File: src/rtl/sort_mem_bridge.sv
// Memory-side responder for the sort engine: each engine beat becomes one
// single-word SRAM transaction, answered with a one-cycle ready pulse.
module sort_mem_bridge #(
  parameter int ADDR_SHIFT = 3,
  parameter int MEM_AW     = 16
) (
  input  logic              clk,
  input  logic              reset,
  input  logic              read_enable,
  input  logic [63:0]       read_addr,
  input  logic              finish_read,
  output logic [63:0]       read_ready,
  output logic [63:0]       read_data,
  input  logic              write_enable,
  input  logic [63:0]       write_addr,
  input  logic [63:0]       write_data,
  input  logic              finish_write,
  output logic [63:0]       write_ready,
  output logic              mem_req,
  output logic              mem_we,
  output logic [MEM_AW-1:0] mem_addr,
  output logic [63:0]       mem_wdata,
  input  logic              mem_gnt,
  input  logic              mem_rvalid,
  input  logic [63:0]       mem_rdata,
  output logic              proto_err,
  output logic [31:0]       rd_beats,
  output logic [31:0]       wr_beats
);

  typedef enum logic [2:0] {
    IDLE,
    RD_REQ,
    RD_WAIT,
    RD_RESP,
    WR_REQ,
    WR_RESP
  } state_t;

  state_t r_state;
  state_t w_nextState;

  logic              r_rdEnQ;
  logic              r_wrEnQ;
  logic              r_rdPend;
  logic              r_wrPend;
  logic [MEM_AW-1:0] r_addr;
  logic [63:0]       r_wdata;
  logic [63:0]       r_readData;
  logic              r_protoErr;
  logic [31:0]       r_rdBeats;
  logic [31:0]       r_wrBeats;

  logic              w_rdBusy;
  logic              w_wrBusy;
  logic              w_rdFinErr;
  logic              w_wrFinErr;
  logic              w_rdSet;
  logic              w_wrSet;
  logic              w_rdWant;
  logic              w_wrWant;
  logic              w_rdTake;
  logic              w_wrTake;
  logic              w_rdPulse;
  logic              w_wrPulse;
  logic              w_bothEn;
  logic [MEM_AW-1:0] w_rdWordAddr;
  logic [MEM_AW-1:0] w_wrWordAddr;

  assign w_rdBusy   = (r_state == RD_REQ) || (r_state == RD_WAIT);
  assign w_wrBusy   = (r_state == WR_REQ);
  assign w_rdFinErr = finish_read  & (r_rdPend | w_rdBusy);
  assign w_wrFinErr = finish_write & (r_wrPend | w_wrBusy);
  assign w_bothEn   = read_enable & write_enable;

  // A trigger in the IDLE cycle is served immediately, so the request
  // appears one cycle after the enable rise or finish pulse.
  assign w_rdSet  = (read_enable & ~r_rdEnQ) | (finish_read & read_enable & ~w_rdFinErr);
  assign w_wrSet  = (write_enable & ~r_wrEnQ) | (finish_write & write_enable & ~w_wrFinErr);
  assign w_rdWant = r_rdPend | w_rdSet;
  assign w_wrWant = r_wrPend | w_wrSet;
  assign w_rdTake = (r_state == IDLE) & w_rdWant;
  assign w_wrTake = (r_state == IDLE) & ~w_rdWant & w_wrWant;

  assign w_rdWordAddr = MEM_AW'(read_addr >> ADDR_SHIFT);
  assign w_wrWordAddr = MEM_AW'(write_addr >> ADDR_SHIFT);

  assign w_rdPulse = (r_state == RD_RESP) & read_enable;
  assign w_wrPulse = (r_state == WR_RESP) & write_enable;

  always_ff @(posedge clk or posedge reset) begin
    if (reset) begin
      r_state <= IDLE;
    end else begin
      r_state <= w_nextState;
    end
  end

  always_comb begin
    w_nextState = r_state;
    case (r_state)
      IDLE: begin
        if (w_rdTake) begin
          w_nextState = RD_REQ;
        end else if (w_wrTake) begin
          w_nextState = WR_REQ;
        end
      end
      RD_REQ:  if (mem_gnt) w_nextState = RD_WAIT;
      RD_WAIT: if (mem_rvalid) w_nextState = RD_RESP;
      RD_RESP: w_nextState = IDLE;
      WR_REQ:  if (mem_gnt) w_nextState = WR_RESP;
      WR_RESP: w_nextState = IDLE;
      default: w_nextState = IDLE;
    endcase
  end

  always_comb begin
    read_ready    = '0;
    write_ready   = '0;
    read_ready[0] = w_rdPulse;
    write_ready[0] = w_wrPulse;
    mem_req   = (r_state == RD_REQ) || (r_state == WR_REQ);
    mem_we    = (r_state == WR_REQ);
    mem_addr  = '0;
    mem_wdata = '0;
    if (mem_req) begin
      mem_addr = r_addr;
    end
    if (mem_we) begin
      mem_wdata = r_wdata;
    end
  end

  always_ff @(posedge clk or posedge reset) begin
    if (reset) begin
      r_rdEnQ  <= 1'b0;
      r_wrEnQ  <= 1'b0;
      r_rdPend <= 1'b0;
      r_wrPend <= 1'b0;
    end else begin
      r_rdEnQ  <= read_enable;
      r_wrEnQ  <= write_enable;
      r_rdPend <= w_rdWant & ~w_rdTake;
      r_wrPend <= w_wrWant & ~w_wrTake;
    end
  end

  // One shared address/data latch is enough: only one transaction is ever in flight.
  always_ff @(posedge clk or posedge reset) begin
    if (reset) begin
      r_addr     <= '0;
      r_wdata    <= '0;
      r_readData <= '0;
    end else begin
      if (w_rdTake) begin
        r_addr <= w_rdWordAddr;
      end else if (w_wrTake) begin
        r_addr  <= w_wrWordAddr;
        r_wdata <= write_data;
      end
      if ((r_state == RD_WAIT) && mem_rvalid) begin
        r_readData <= mem_rdata;
      end
    end
  end

  always_ff @(posedge clk or posedge reset) begin
    if (reset) begin
      r_protoErr <= 1'b0;
      r_rdBeats  <= '0;
      r_wrBeats  <= '0;
    end else begin
      if (w_rdFinErr || w_wrFinErr || w_bothEn) begin
        r_protoErr <= 1'b1;
      end
      if (w_rdPulse) begin
        r_rdBeats <= r_rdBeats + 32'd1;
      end
      if (w_wrPulse) begin
        r_wrBeats <= r_wrBeats + 32'd1;
      end
    end
  end

  assign read_data = r_readData;
  assign proto_err = r_protoErr;
  assign rd_beats  = r_rdBeats;
  assign wr_beats  = r_wrBeats;

endmodule

File: config.mk
export PLATFORM = sky130hd
export DESIGN_NAME = sort_mem_bridge
export DESIGN_NICKNAME = d
export VERILOG_FILES = /design/src/rtl/sort_mem_bridge.sv
export SDC_FILE = /design/constraint.sdc
export NUM_CORES = 1
export LEC_CHECK = 0
export CORE_AREA = 2 2 237 239
export DETAILED_ROUTE_END_ITERATION = 16
export DIE_AREA = 0 0 239 241
export SLEW_MARGIN = 30
export SYNTH_ARGS = -nofsm -noshare
export SYNTH_HDL_FRONTEND = slang
export SYNTH_SLANG_ARGS = --single-unit
File: constraint.sdc
create_clock -name clk -period 21.8 [get_ports clk]
set_clock_uncertainty 0.1 [all_clocks]
set_input_delay 5.45 -clock clk [delete_from_list [all_inputs] [get_ports clk]]
set_output_delay 5.45 -clock clk [all_outputs]
set_load 0.03 [all_outputs]
Word-level counts from Yosys, hierarchy flattened --
Index checks and enable logic that the tools add are counted. W data, S select, Z words.
Operators by class: add/sub/neg operators 2, bitwise gates (word level) 29, eq/ne operators 9, mux-type cells 10, reductions and logical operators 9
Operator list (count):
- $add A32 B1 Y32 const B | 2
- $mux W64 | 1
- $mux W16 | 3
- $and A1 B1 Y1 | 16
- $mux W3 | 5
- $pmux W3 S4 | 1
- $not A1 Y1 | 7
- $eq A3 B2 Y1 const B | 2
- $eq A3 B3 Y1 const B | 2
- $ne A2 B2 Y1 const B | 3
- $or A1 B1 Y1 | 6
- $logic_or A1 B1 Y1 | 4
- $reduce_and A4 Y1 | 1
- $eq A3 B1 Y1 const B | 1
- $logic_not A3 Y1 | 1
- $ne A3 B3 Y1 const B | 1
- $reduce_and A2 Y1 | 1
- $reduce_bool A2 Y1 | 1
- $logic_and A1 B1 Y1 | 1
Word-level totals: flip-flop bits (word level) 216, output and inout port bits 339, word-level logic and storage cells 70, input port bits 264

Logic depth before layout (Yosys ltp) --
depth after elaboration 14, depth in mapped cells 8, depth with buffers taken out 6

Least setup slack after synthesis --
OpenSTA, ideal clock, no wires.
path kind in2out, start point in read_enable, end point out read_ready[0], slack 10.301 ns, data required time 16.250 ns, buffers on the path 2, stages 3, data arrival time 5.949 ns, path through and4b_1 buf_2 buf_4
Between the ends: longest elaborated chain between the ends 1
RTL lines:
- from (decl) | RTL line 9 | input logic read_enable,
- $and A1 B1 Y1 | RTL line 88 | assign w_rdPulse = (r_state == RD_RESP) & read_enable;
- to (decl) | RTL line 12 | output logic [63:0] read_ready,
No other way between the ends.

Worst setup path after layout --
start point in write_enable, end point out write_ready[0]
Between the ends: longest elaborated chain between the ends 1
RTL lines:
- from (decl) | RTL line 14 | input logic write_enable,
- $and A1 B1 Y1 | RTL line 89 | assign w_wrPulse = (r_state == WR_RESP) & write_enable;
- to (decl) | RTL line 18 | output logic [63:0] write_ready,
No other way between the ends.

==> flow_summary_export.csv <==
group,metric,value,unit
die,start_util,19.1,%
timing,finalHoldViolations,0,
finish,stdcell_count,1945,
clocking,root_buffer,"clkbuf_16",
worst_setup_path,crit_arrival,7.24,ns
logic_synthesis,synth_top_area_cell,"dfrtp_1",
global_route,grt_pass1_wl,42700,µm
worst_setup_path,required,16.25,ns
placed_design,place_hpwl,21500,µm
detailed_routing,via_count,7156,
global_route,grt.met3_usage,3.08,%
logic_synthesis,yosysSeqAreaShare,51.7,%
die,rows,86,
pwr,power_density,131,nW/µm²
pwr,ir_drop,0.0505,mV
die,coreArea,54900,µm²
global_route,grt_max_degree,80,
timing,period_minus_slack,12.79,ns
logic_synthesis,yosys_warnings,0,
detailed_routing,viasPerCell,3.68,
logic_synthesis,ys_top_cells_by_area,"dfrtp_1, buf_4, mux2_4",
worst_hold_path,hold_path_class,"reg2reg",
placed_design,port_buffers,380,
clocking,ctsHoldBuffers,0,
detailed_routing,drc,0,
finish,drive_above_1_share,15.9,%
timing,worst_pin_slew,0.895,ns
timing,fin_setup_tns,0,ns
global_route,grt_pass1_vias,7229,
detailed_routing,totalWireLength,29200,µm
timing,setup_violations,0,
detailed_routing,first_pass_iters,4,
global_route,grt_overflow,0,
timing,rsz0062_at_grt,"no",
global_route,top_usage_layer,"met2",
global_route,use_met1,11.1,%
clocking,cts_tree,"built",
logic_synthesis,syn_area_per_cell,12.4,µm²
clocking,clk_latency,0.54,ns
clocking,cts_buffers,26,
logic_synthesis,synth_top_area_share,51.7,%
run_status,outcome,"finished, final reports clean",
logic_synthesis,synth.cell_area,10500,µm²
worst_setup_path,critical_path_class,"in2out",
detailed_routing,ant_nets,0,
die,dieHeight,241,µm
global_route,grt_util_met2,16.8,%
timing,fmax,0.0782,GHz
flow_run,maxCapViolations,0,
clocking,ctsResizeCount,0,
clocking,path_clk_slew,0.06,ns
finish,nNetsFinal,1487,
finish,n_antenna_cell,0,
timing,drv_slew,0,
placed_design,place_congestion,0.737,
die,dieArea,57600,µm²
finish,area_growth,47.8,%
detailed_routing,routedWlPerCell,15.0,µm
global_route,grt_usage,9.56,%
detailed_routing,drt_iter0_markers,151,
clocking,htree_levels,1,
worst_setup_path,end_kind,"output port",
global_route,antenna_found_initial,1,
timing,slew_headroom,40.3,%
placed_design,dpl.cell_count,1897,
clocking,post_cts_buffers,0,
clocking,clock_path_buffers,3,
worst_setup_path,startpoint_type,"input port",
logic_synthesis,ys_ff_latch,216,
clocking,cts.sinks,216,
timing,fin_crit_sh,58.7,%
die,die_w,239,µm
pwr,leakagePower,6.55,nW
die,io_pins,603,
logic_synthesis,syn-instance-count,840,
logic_synthesis,ys_types,39,
worst_setup_path,critPathMaxFanout,8,
power by group:
part,switching (mW),leakage (nW),internal (mW)
Clock,0.174,0.476,0.304
Combinational,0.491,3.37,0.431
Sequential,0.0804,2.70,0.549
Total,0.745,6.55,1.28
metal layers:
metal | share of wire (%) | wire length (µm)
met5 | 0 | 0
met4 | 1.9 | 567
met1 | 40 | 11700
met2 | 49 | 14300
met3 | 9.1 | 2650
logic make-up (layout without fill, tap and decap cells):
group	after synthesis	count (layout)	share of synthesized area, %
buffers and inverters	181	457	12.6
AOI/OAI and AO/OA	46	46	2.80
muxes	131	131	16.4
xor gates and xnor gates	63	63	5.28
other	1	126	0.0359
and+or+nand+nor	200	200	11.0
DFF	216	216	51.7
adders and majority gates	2	2	0.239
cells in the mapped netlist:
| cell | number |
|---|---|
| and3_1 | 8 |
| a21oi_1 | 6 |
| ha_1 | 2 |
| a311o_1 | 1 |
| clkbuf_1 | 12 |
| nor3_1 | 23 |
| nor2_1 | 11 |
| nand3b_1 | 1 |
| and4b_1 | 2 |
| o21ai_0 | 18 |
| nor2b_1 | 1 |
| buf_6 | 3 |
| nand2b_1 | 5 |
| nand4_1 | 11 |
| buf_4 | 130 |
| mux2_2 | 67 |
| nand2_1 | 25 |
| a21boi_0 | 1 |
| buf_2 | 8 |
| and2_1 | 66 |
| and4_1 | 11 |
| mux2_4 | 64 |
| and3_4 | 1 |
| nor4_1 | 4 |
| a311oi_1 | 1 |
| nor4_2 | 1 |
| xnor2_1 | 48 |
| a32oi_1 | 1 |
| nand3_1 | 28 |
| a221oi_1 | 1 |
| conb_1 | 1 |
| xor2_1 | 15 |
| or3_1 | 1 |
| dfrtp_1 | 216 |
| a22oi_1 | 16 |
| buf_12 | 7 |
| or3b_4 | 1 |
| inv_1 | 21 |
| a31o_2 | 1 |
critical path, stage by stage:
cell	delay [ns]
clkdlybuf4s50_1	0.58
and4b_1	0.44
clkdlybuf4s50_1	0.76
worst paths after layout:
check | start | end | slack, ns | depth (start not counted)
max in group asynchronous | reset | read_data[30]$_DFFE_PP0P_ | 15.19 | 3
min in group asynchronous | reset | read_data[6]$_DFFE_PP0P_ | 5.29 | 2
hold / removal | wr_beats[31]$_DFFE_PP0P_ | wr_beats[31]$_DFFE_PP0P_ | 0.38 | 1
setup reg to reg | r_state[1]$_DFFE_PP0P_ | r_wdata[19]$_DFFE_PP0P_ | 18.58 | 5
setup / recovery | write_enable | write_ready[0] | 9.01 | 3
hold reg to reg | wr_beats[31]$_DFFE_PP0P_ | wr_beats[31]$_DFFE_PP0P_ | 0.38 | 1
placed cells by master, fill, tap and decap left out, types with 2 or more instances in the layout:
cell               n
nand3_1           28
mux2_4            64
ha_1               2
and4_1            11
conb_1           126
nor4_2             4
and2_1            66
dfrtp_1          216
and3_1             8
inv_1             19
buf_4              6
nand2b_1           5
a22oi_1           16
mux2_2            67
clkbuf_8           6
nand4_1           11
and4b_1            2
nor2_1            10
clkdlybuf4s50_1  380
buf_6              2
a21oi_1            6
xnor2_1           47
xor2_1            15
nor3_1            23
o21ai_0           18
clkinv_2           7
clkbuf_1           2
nand2_1           25
bufinv_16          5
clkbuf_16         27
through the flow:
stage | power (mW) | setup WS (ns) | area, µm² | utilization (%) | hold slack, ns
floorplan | 1.25 | 10.30 | 10900 | - | 0.373
global placement | 1.56 | 9.01 | 14500 | 26.4 | 0.365
detailed placement | 1.57 | 8.99 | 14500 | 26.4 | 0.379
CTS | 2.07 | 8.98 | 15400 | 28.1 | 0.390
global route | 2.14 | 8.94 | 15500 | 28.2 | 0.405
finish | 2.03 | 9.01 | 15500 | 28.2 | 0.376
state kept, by name (all words and copies together) (netlist names):
name	flops
read_data	64
rd_beats	32
r_wdata	64
r_rdEnQ	1
r_wrPend	1
r_addr	16
r_rdPend	1
r_wrEnQ	1
r_state	3
proto_err	1
wr_beats	32
area by class of cell:
| cell class | count | area (µm²) |
|---|---|---|
| Clock buffer | 35 | 766 |
| Multi-Input combinational cell | 568 | 4250 |
| Inverter | 21 | 86.3 |
| Clock inverter | 13 | 193 |
| Timing Repair Buffer | 388 | 3870 |
| Fill cell | 5681 | 39400 |
| Tap cell | 704 | 881 |
| Sequential cell | 216 | 5410 |
(Power assumes the default switching activity.)
